[config.mk]
export PLATFORM = sky130hd
export DESIGN_NAME = serial_frame_rx
export DESIGN_NICKNAME = d
export VERILOG_FILES = /design/src/rtl/serial_frame_pkg.sv /design/src/rtl/serial_frame_rx_sync_2ff.sv /design/src/rtl/serial_frame_rx.sv
export SDC_FILE = /design/constraint.sdc
export NUM_CORES = 1
export LEC_CHECK = 0
export BUFFER_PORTS_ARGS = -buffer_cell sky130_fd_sc_hd__buf_4
export CORE_ASPECT_RATIO = 1.25
export CORE_MARGIN = 2
export CORE_UTILIZATION = 40
export CTS_BUF_LIST = sky130_fd_sc_hd__clkbuf_8
export CTS_CLUSTER_DIAMETER = 30
export DETAILED_ROUTE_END_ITERATION = 6
export PLACE_DENSITY_LB_ADDON = 0.08
export SLEW_MARGIN = 20
export SYNTH_ARGS = -nofsm -noshare
export SYNTH_HDL_FRONTEND = slang
export SYNTH_HIERARCHICAL = 1
export SYNTH_SLANG_ARGS = --single-unit
[constraint.sdc]
create_clock -name clk -period 2.87 [get_ports clk]
set_input_delay 0.4305 -clock clk [delete_from_list [all_inputs] [get_ports clk]]
set_output_delay 0.4305 -clock clk [all_outputs]
set_load 0.01 [all_outputs]
[src/rtl/serial_frame_pkg.sv]
// -----------------------------------------------------------------------------
// serial_frame_pkg
// Shared types and constants for the framed serial receiver.
//   rx_state_e       : receiver FSM states
//   MIN_DATA_W       : smallest legal data width
//   MIN_CLKS_PER_BIT : smallest legal bit period (needs a distinct mid-bit point)
//   half_bit()       : mid-bit offset, in clk cycles, for a given bit period
// -----------------------------------------------------------------------------
package serial_frame_pkg;

   typedef enum logic [2:0] {
      IDLE   = 3'd0,
      START  = 3'd1,
      DATA   = 3'd2,
      PARITY = 3'd3,
      STOP   = 3'd4,
      BREAK  = 3'd5
   } rx_state_e;

   localparam int MIN_DATA_W       = 1;
   localparam int MIN_CLKS_PER_BIT = 2;

   function automatic int half_bit(input int clks_per_bit);
      return clks_per_bit / 2;
   endfunction

endpackage

[src/rtl/serial_frame_rx_sync_2ff.sv]
// -----------------------------------------------------------------------------
// sync_2ff
// Two-flop synchronizer for a single asynchronous bit. Both flops reset to 1
// so an idle-high line does not look like a start bit coming out of reset.
//   clk   : destination clock
//   rst_n : asynchronous active-low reset
//   d_i   : asynchronous input
//   q_o   : synchronized output
// -----------------------------------------------------------------------------
module sync_2ff (
   input  logic clk,
   input  logic rst_n,
   input  logic d_i,
   output logic q_o
);

   logic meta_q;
   logic sync_q;

   always_ff @(posedge clk or negedge rst_n) begin
      if (!rst_n) begin
         meta_q <= 1'b1;
         sync_q <= 1'b1;
      end else begin
         meta_q <= d_i;
         sync_q <= meta_q;
      end
   end

   assign q_o = sync_q;

endmodule

[src/rtl/serial_frame_rx.sv]
// -----------------------------------------------------------------------------
// serial_frame_rx
// Receives idle-high serial frames (start 0, DATA_W data bits LSB first,
// optional even parity bit, stop 1) and presents each word on a parallel bus.
// Optional feature macro: SERIAL_FRAME_RX_PARITY_EN adds the parity bit,
// the PARITY state and the parity_err port.
//   clk        : sole clock, rising edge
//   rst_n      : asynchronous active-low reset
//   data_input : serial line, asynchronous, idle high
//   data_out   : last received word, held until the next frame completes
//   data_valid : one-cycle pulse when data_out updates
//   frame_err  : with data_valid, stop bit was sampled 0
//   parity_err : with data_valid, even parity failed (macro only)
//   busy       : receiver is not in IDLE
// -----------------------------------------------------------------------------
module serial_frame_rx
   import serial_frame_pkg::*;
#(
   parameter int DATA_W       = 8,
   parameter int CLKS_PER_BIT = 4
) (
   input  logic              clk,
   input  logic              rst_n,
   input  logic              data_input,
   output logic [DATA_W-1:0] data_out,
   output logic              data_valid,
   output logic              frame_err,
`ifdef SERIAL_FRAME_RX_PARITY_EN
   output logic              parity_err,
`endif
   output logic              busy
);

   // Bit period is held at its legal minimum so mid-bit sampling stays defined.
   localparam int CPB   = (CLKS_PER_BIT > MIN_CLKS_PER_BIT) ? CLKS_PER_BIT : MIN_CLKS_PER_BIT;
   localparam int HALF  = half_bit(CPB);
   localparam int CNT_W = $clog2(CPB);
   localparam int IDX_W = $clog2(((DATA_W > MIN_DATA_W) ? DATA_W : MIN_DATA_W) + 1);

   logic din_s;

   sync_2ff u_sync (
      .clk   (clk),
      .rst_n (rst_n),
      .d_i   (data_input),
      .q_o   (din_s)
   );

   rx_state_e         state_q, state_d;
   logic [CNT_W-1:0]  cnt_q,   cnt_d;
   logic [IDX_W-1:0]  idx_q,   idx_d;
   logic [DATA_W-1:0] shift_q, shift_d;
   logic [DATA_W-1:0] dout_q,  dout_d;
   logic              valid_q, valid_d;
   logic              ferr_q,  ferr_d;
   logic              busy_q,  busy_d;
`ifdef SERIAL_FRAME_RX_PARITY_EN
   logic              par_q,   par_d;
   logic              perr_q,  perr_d;
`endif

   always_ff @(posedge clk or negedge rst_n) begin
      if (!rst_n) begin
         state_q <= IDLE;
         cnt_q   <= '0;
         idx_q   <= '0;
         shift_q <= '0;
         dout_q  <= '0;
         valid_q <= 1'b0;
         ferr_q  <= 1'b0;
         busy_q  <= 1'b0;
`ifdef SERIAL_FRAME_RX_PARITY_EN
         par_q   <= 1'b0;
         perr_q  <= 1'b0;
`endif
      end else begin
         state_q <= state_d;
         cnt_q   <= cnt_d;
         idx_q   <= idx_d;
         shift_q <= shift_d;
         dout_q  <= dout_d;
         valid_q <= valid_d;
         ferr_q  <= ferr_d;
         busy_q  <= busy_d;
`ifdef SERIAL_FRAME_RX_PARITY_EN
         par_q   <= par_d;
         perr_q  <= perr_d;
`endif
      end
   end

   always_comb begin
      state_d = state_q;
      cnt_d   = cnt_q;
      idx_d   = idx_q;
      shift_d = shift_q;
      dout_d  = dout_q;
      valid_d = 1'b0;
      ferr_d  = 1'b0;
`ifdef SERIAL_FRAME_RX_PARITY_EN
      par_d   = par_q;
      perr_d  = 1'b0;
`endif
      case (state_q)
         IDLE: begin
            if (!din_s) begin
               state_d = START;
               cnt_d   = CNT_W'(HALF - 1);
            end
         end
         // Re-check the line at mid start bit to reject glitches.
         START: begin
            if (cnt_q != '0) begin
               cnt_d = cnt_q - 1'b1;
            end else if (!din_s) begin
               state_d = DATA;
               cnt_d   = CNT_W'(CPB - 1);
               idx_d   = '0;
            end else begin
               state_d = IDLE;
            end
         end
         // Shift in at the MSB and move right: first bit lands in bit 0.
         DATA: begin
            if (cnt_q != '0) begin
               cnt_d = cnt_q - 1'b1;
            end else begin
               shift_d = (shift_q >> 1) | (DATA_W'(din_s) << (DATA_W - 1));
               cnt_d   = CNT_W'(CPB - 1);
               idx_d   = idx_q + 1'b1;
               if (idx_q == IDX_W'(DATA_W - 1)) begin
`ifdef SERIAL_FRAME_RX_PARITY_EN
                  state_d = PARITY;
`else
                  state_d = STOP;
`endif
               end
            end
         end
`ifdef SERIAL_FRAME_RX_PARITY_EN
         PARITY: begin
            if (cnt_q != '0) begin
               cnt_d = cnt_q - 1'b1;
            end else begin
               par_d   = din_s;
               cnt_d   = CNT_W'(CPB - 1);
               state_d = STOP;
            end
         end
`endif
         STOP: begin
            if (cnt_q != '0) begin
               cnt_d = cnt_q - 1'b1;
            end else begin
               dout_d  = shift_q;
               valid_d = 1'b1;
               ferr_d  = !din_s;
`ifdef SERIAL_FRAME_RX_PARITY_EN
               perr_d  = (^shift_q) ^ par_q;
`endif
               state_d = din_s ? IDLE : BREAK;
            end
         end
         // A line held low after a bad stop bit must go high before a new start.
         BREAK: begin
            if (din_s) state_d = IDLE;
         end
         default: state_d = IDLE;
      endcase
      busy_d = (state_d != IDLE);
   end

   assign data_out   = dout_q;
   assign data_valid = valid_q;
   assign frame_err  = ferr_q;
   assign busy       = busy_q;
`ifdef SERIAL_FRAME_RX_PARITY_EN
   assign parity_err = perr_q;
`endif

endmodule

==> flow_metrics.py, run 1 <==
metrics = {
    "clock_network": {
        "root_buffer": "clkbuf_8",
        "cts_tree": "yes",
        "ctsHtreeMaxLevel": 2,
        "cts_hold_buf": 0,
        "cts-buffers-inserted": 5,
        "clk_latency_ps": 280,
        "cts.sinks": 30,
        "path_clk_slew_ps": 60,
        "post-cts-setup-buffers": 0,
        "ctsResizeCount": 0,
        "cts_buffer_depth": 2,
    },
    "sta": {
        "finalSetupTns_ps": 0,
        "fmax_mhz": 534.4,
        "fin_skew_ps": 6.232,
        "timing.final.ws_setup_ps": 998.9,
        "final-setup-viol-count": 0,
        "worst_pin_slew_ps": 450.8,
        "min_period_over_period": 0.6520,
        "period_needed_ps": 1871,
        "rsz0062_at_grt": "false",
        "slew_headroom": 0.6994,
        "final-hold-violation-count": 0,
        "drv_slew": 0,
    },
    "synthesis": {
        "synth_top_family_by_area": "multiplexers",
        "yosysWarnings": 6,
        "synth.distinct_cells": 38,
        "synth_seq_cells": 30,
        "syn_inst": 106,
        "synth_fa_ha_area_frac": 0.01832,
        "netlist_top_cells_count": "dfrtp_1, mux2_1, a21oi_1, inv_1, nor2_1",
        "synth_top_area_frac": 0.5128,
        "yosysMostFrequentCell": "dfrtp_1",
        "synth_nets": 111,
        "synth_area_leaders": "dfrtp_1, mux2_1, dfstp_2, a21oi_1, ha_1",
        "postSynthAreaPerCell_um2": 12.89,
        "synth-simple-area-share": 0.1007,
        "synth_compound_area_frac": 0.1264,
        "yosys.area.top_type": "dfrtp_1",
        "synthArstFlopShare": 1.000,
        "ys_seq_area_frac": 0.5513,
        "ys.flop_type": "dfrtp_1",
        "synth.cell_area_mm2": 0.001366,
        "synthXorXnorAreaFrac": 0.006410,
        "synth_edf_count": 0,
        "synthMuxAreaShare": 0.1465,
    },
    "floorplan": {
        "core.rowCount": 23,
        "coreArea_mm2": 0.003223,
        "die_area_mm2": 0.003902,
        "initial_core_util": 0.4239,
        "num_io_pins": 14,
        "die_h_um": 69.35,
        "die_x_um": 56.28,
    },
    "flow_run": {
        "max-cap-violations": 0,
    },
    "finish": {
        "n_antenna_cell": 0,
        "nets": 126,
        "postLayoutCoreUtil": 0.4895,
        "area_delta_synth_final_pct": 15.48,
        "num-fill-cells": 297,
        "layout-drive-gt1-share": 0.2295,
    },
    "critical_path": {
        "path_class": "reg2reg",
        "cp.arrival_ps": 2030,
        "reg2reg_setup_slack_ps": 1000,
        "end_kind": "register",
        "cp-start-kind": "register",
        "cp_slowest_cell": "and4bb_1",
        "cp.required_ps": 3030,
        "path_cells": "inv_1 > ha_1 > and4bb_1 > mux2_1",
        "crit_path_max_incr_delay_ps": 520,
        "crit_fanout": 14,
    },
    "drt": {
        "drt_wl_total_um": 2305,
        "drc": 0,
        "routed_via_density": 5.384,
        "wl_per_cell_um": 14.50,
        "num_vias": 856,
        "first_pass_iters": 4,
        "route.antenna.remaining_nets": 0,
        "drtIter0Drc": 13,
    },
    "power_and_ir_drop": {
        "peakVddDrop_uv": 451.9,
        "powerDensity_mw_per_mm2": 798.3,
        "leakage_nw": 0.7728,
    },
    "grt": {
        "grt_usage": 0.1417,
        "grt_pass1_wl_um": 4222,
        "antenna_found_initial": 0,
        "grt_start_max_net_pins": 31,
        "first_global_vias": 914,
        "grt_overflow": 0,
    },
    "place": {
        "post-place-ws_ps": 1005,
        "dp_hpwl_um": 1519,
        "io_buffer_count": 13,
        "place.gp.congestion": 0.7240,
    },
    "run_status": {
        "status": "finished, final reports clean",
    },
    "min_path": {
        "hold_path_class": "in2async",
    },
}
## metal layers
metal | up-vias | GRT usage | part of all wire
li1 | 413 | - | -
met1 | 425 | 0.1683 | 0.47
met5 | - | 0 | 0
met2 | 12 | 0.2209 | 0.47
met4 | 0 | 0.07937 | 0.026
met3 | 6 | 0.05037 | 0.038
## cell usage in the layout, fill, tap and decap left out, types with 2 or more instances in the layout
cell      instances
ha_1              2
clkbuf_8          8
dfstp_2           2
dfrtp_1          28
a211oi_1          2
a21oi_1           7
mux2_1           15
nor3_1            2
nor2_1            5
inv_1             5
o21ai_0           3
o21a_1            2
buf_4            14
mux2i_1           2
nor3b_1           2
o21bai_1          2
## cells by family (layout without fill, tap and decap cells)
| kind of cell | after synthesis | in the layout |
|---|---|---|
| simple gates | 20 | 20 |
| fa+ha+maj | 2 | 2 |
| buf+inv | 11 | 27 |
| mux | 18 | 18 |
| flops | 30 | 30 |
| compound gates | 24 | 24 |
| xor+xnor | 1 | 1 |
## flip-flops by register name (all words and copies together), names as in the netlist
signal	flops
frame_err	1
u_sync/meta_q	1
cnt_q	2
u_sync/q_o	1
busy	1
data_out	8
data_valid	1
state_q	3
shift_q	8
idx_q	4
## area by class of cell
class	count	area (um2)	share of cell area
Tap cell	37	46.29	0.02934
Clock buffer	8	110.1	0.06979
Inverter	5	18.77	0.01190
Sequential cell	30	753.2	0.4774
Timing Repair Buffer	14	105.1	0.06661
Multi-Input combinational cell	65	544.3	0.3450
## stage by stage
stage / cells / area (um2) / power (W) / hold WS [ps]
3_5_place_dp: 151 / 1468 / 0.0008725 / 347.6
6_report: 159 / 1578 / 0.001260 / 63.06
3_3_place_gp: 151 / 1468 / 0.0008776 / 346.6
2_1_floorplan: 106 / 1366 / 0.0008185 / 134.9
5_1_grt: 159 / 1578 / 0.001346 / 90.93
4_1_cts: 159 / 1578 / 0.001276 / 74.56
## power breakdown
part	internal (W)	switching, W
Combinational	0.000150	0.000151
Sequential	0.000485	0.0000784
Clock	0.000242	0.000153
## worst paths after layout
check                                 to  depth (start not counted)          start
max                          data_out[5]                          4       cnt_q[0]
min                                 busy                          1          rst_n
max reg2reg                  data_out[5]                          4       cnt_q[0]
min reg2reg                   u_sync/q_o                          0  u_sync/meta_q
max in group asynchronous  u_sync/meta_q                          1          rst_n
min in group clk           u_sync/meta_q                          1     data_input
## worst max-delay path, delay by kind of cell (launching register included)
kind	cells	cell delay [ps]
DFF	1	370
muxes	1	370
buffers and inverters	1	80
adders and majority gates	1	400
and+or+nand+nor	1	520
(Power assumes the default switching activity.)
==> run 2, diff against run 1 <==
==> constraint.sdc (replaced) <==
create_clock -name clk -period 2 [get_ports clk]
set_input_delay 0.3 -clock clk [delete_from_list [all_inputs] [get_ports clk]]
set_output_delay 0.3 -clock clk [all_outputs]
set_load 0.01 [all_outputs]
==> flow_metrics.py, run 2 (synthesized netlist as in run 1, its figures left out) <==
metrics = {
    "run_status": {
        "status": "finished, final reports clean",
    },
    "critical_path": {
        "cp-start-kind": "register",
        "path_class": "reg2reg",
        "cpLargestDelayFamily": "adder cells",
        "end_kind": "register",
        "path_buf_inv": 2,
        "crit_fanout": 14,
        "cp.arrival_ps": 1940,
        "cp.required_ps": 2150,
        "cp_slowest_cell": "ha_1",
        "path_cells": "inv_1 > ha_1 > nand2b_1 > nor2_1 > buf_4 > mux2_1",
        "crit_path_max_incr_delay_ps": 390,
    },
    "sta": {
        "final-setup-viol-count": 0,
        "finalSetupTns_ps": 0,
        "fmax_mhz": 558.6,
        "drv_slew": 0,
        "timing.final.ws_setup_ps": 209.9,
        "min_period_over_period": 0.8951,
        "final-hold-violation-count": 0,
        "worst_pin_slew_ps": 458.3,
        "period_needed_ps": 1790,
        "rsz0062_at_grt": "false",
        "slew_headroom": 0.6945,
        "fin_skew_ps": 5.266,
    },
    "drt": {
        "routed_via_density": 5.290,
        "first_pass_iters": 4,
        "num_vias": 857,
        "route.antenna.remaining_nets": 0,
        "wl_per_cell_um": 14.36,
        "drtIter0Drc": 22,
        "drt_wl_total_um": 2326,
        "drc": 0,
    },
    "grt": {
        "grt_overflow": 0,
        "grt_pass1_wl_um": 3933,
        "antenna_found_initial": 0,
        "grt_start_max_net_pins": 31,
        "first_global_vias": 841,
        "grt_usage": 0.1291,
    },
    "floorplan": {
        "initial_core_util": 0.4239,
        "die_h_um": 69.35,
        "num_io_pins": 14,
        "core.rowCount": 23,
        "coreArea_mm2": 0.003223,
        "die_area_mm2": 0.003902,
        "die_x_um": 56.28,
    },
    "power_and_ir_drop": {
        "powerDensity_mw_per_mm2": 1101,
        "leakage_nw": 0.7822,
        "peakVddDrop_uv": 615.7,
    },
    "finish": {
        "n_antenna_cell": 0,
        "layout-drive-gt1-share": 0.2320,
        "mostFrequentLayoutCells": "dfrtp_1, buf_4, mux2_1",
        "num-fill-cells": 303,
        "nets": 129,
        "layout_commonest_cell": "dfrtp_1",
        "area_delta_synth_final_pct": 15.93,
    },
    "place": {
        "dp_hpwl_um": 1572,
        "place.gp.congestion": 0.7751,
        "post-place-ws_ps": 211.4,
        "io_buffer_count": 13,
    },
    "clock_network": {
        "cts_tree": "yes",
        "root_buffer": "clkbuf_8",
        "clk_latency_ps": 270,
        "path_clk_slew_ps": 60,
        "ctsHtreeMaxLevel": 2,
        "cts.sinks": 30,
        "ctsResizeCount": 0,
        "cts-buffers-inserted": 5,
        "cts_buffer_depth": 2,
    },
    "flow_run": {
        "max-cap-violations": 0,
    },
    "min_path": {
        "hold_path_class": "in2reg",
    },
}
==> run 2: report_power, final <==
part / internal [W] / switching (W) / leakage [nW] / total [W]
Sequential: 0.000696 / 0.0000921 / 0.400 / 0.000788
Combinational: 0.000231 / 0.000241 / 0.329 / 0.000473
Clock: 0.000272 / 0.000212 / 0.0524 / 0.000483
==> run 2: metrics by stage <==
| stage | hold WS (ps) | total power (W) | utilization | std cells | cell area (um2) |
|---|---|---|---|---|---|
| 2_1_floorplan | 4.409 | 0.001175 | - | 106 | 1366 |
| 3_3_place_gp | 248.0 | 0.001267 | 0.4600 | 153 | 1483 |
| 3_5_place_dp | 254.7 | 0.001273 | 0.4600 | 153 | 1483 |
| 4_1_cts | 123.1 | 0.001774 | 0.4915 | 162 | 1584 |
| 5_1_grt | 118.8 | 0.001865 | 0.4915 | 162 | 1584 |
| 6_report | 134.1 | 0.001744 | 0.4915 | 162 | 1584 |
==> run 2: final cells by class <==
| cell class | instances | area [um2] | share of cell area |
|---|---|---|---|
| timing repair buffer | 17 | 130.1 | 0.08215 |
| sequential | 30 | 753.2 | 0.4755 |
| clock buffer | 6 | 82.58 | 0.05213 |
| clock inverter | 2 | 8.758 | 0.005529 |
| tap | 37 | 46.29 | 0.02923 |
| multi-input combinational | 65 | 544.3 | 0.3436 |
| inverter | 5 | 18.77 | 0.01185 |
==> run 2: final timing paths <==
path | startpoint | to | slack, ps | cells after the start
worst max-delay path | cnt_q[0] | shift_q[5] | 210 | 6
worst min-delay path | data_input | u_sync/meta_q | 130 | 1
worst max register to register | cnt_q[0] | shift_q[5] | 210 | 6
worst min register to register | u_sync/meta_q | u_sync/q_o | 350 | 0
max in group asynchronous | rst_n | u_sync/meta_q | 1200 | 2
min in group asynchronous | rst_n | state_q[0] | 480 | 2
==> run 2: routing by layer <==
metal	wire, um	vias up	track usage
met5	0	-	0
met4	21	0	0.07143
met3	68	2	0.03918
met2	1160	9	0.1961
met1	1076	426	0.1625
li1	-	420	-
==> run 2: what timing repair did <==
action	CTS	global route
endpoints found under the setup margin	0	0
hold buffers	1	0
endpoints found under the hold margin	28	0
setup buffers	0	0
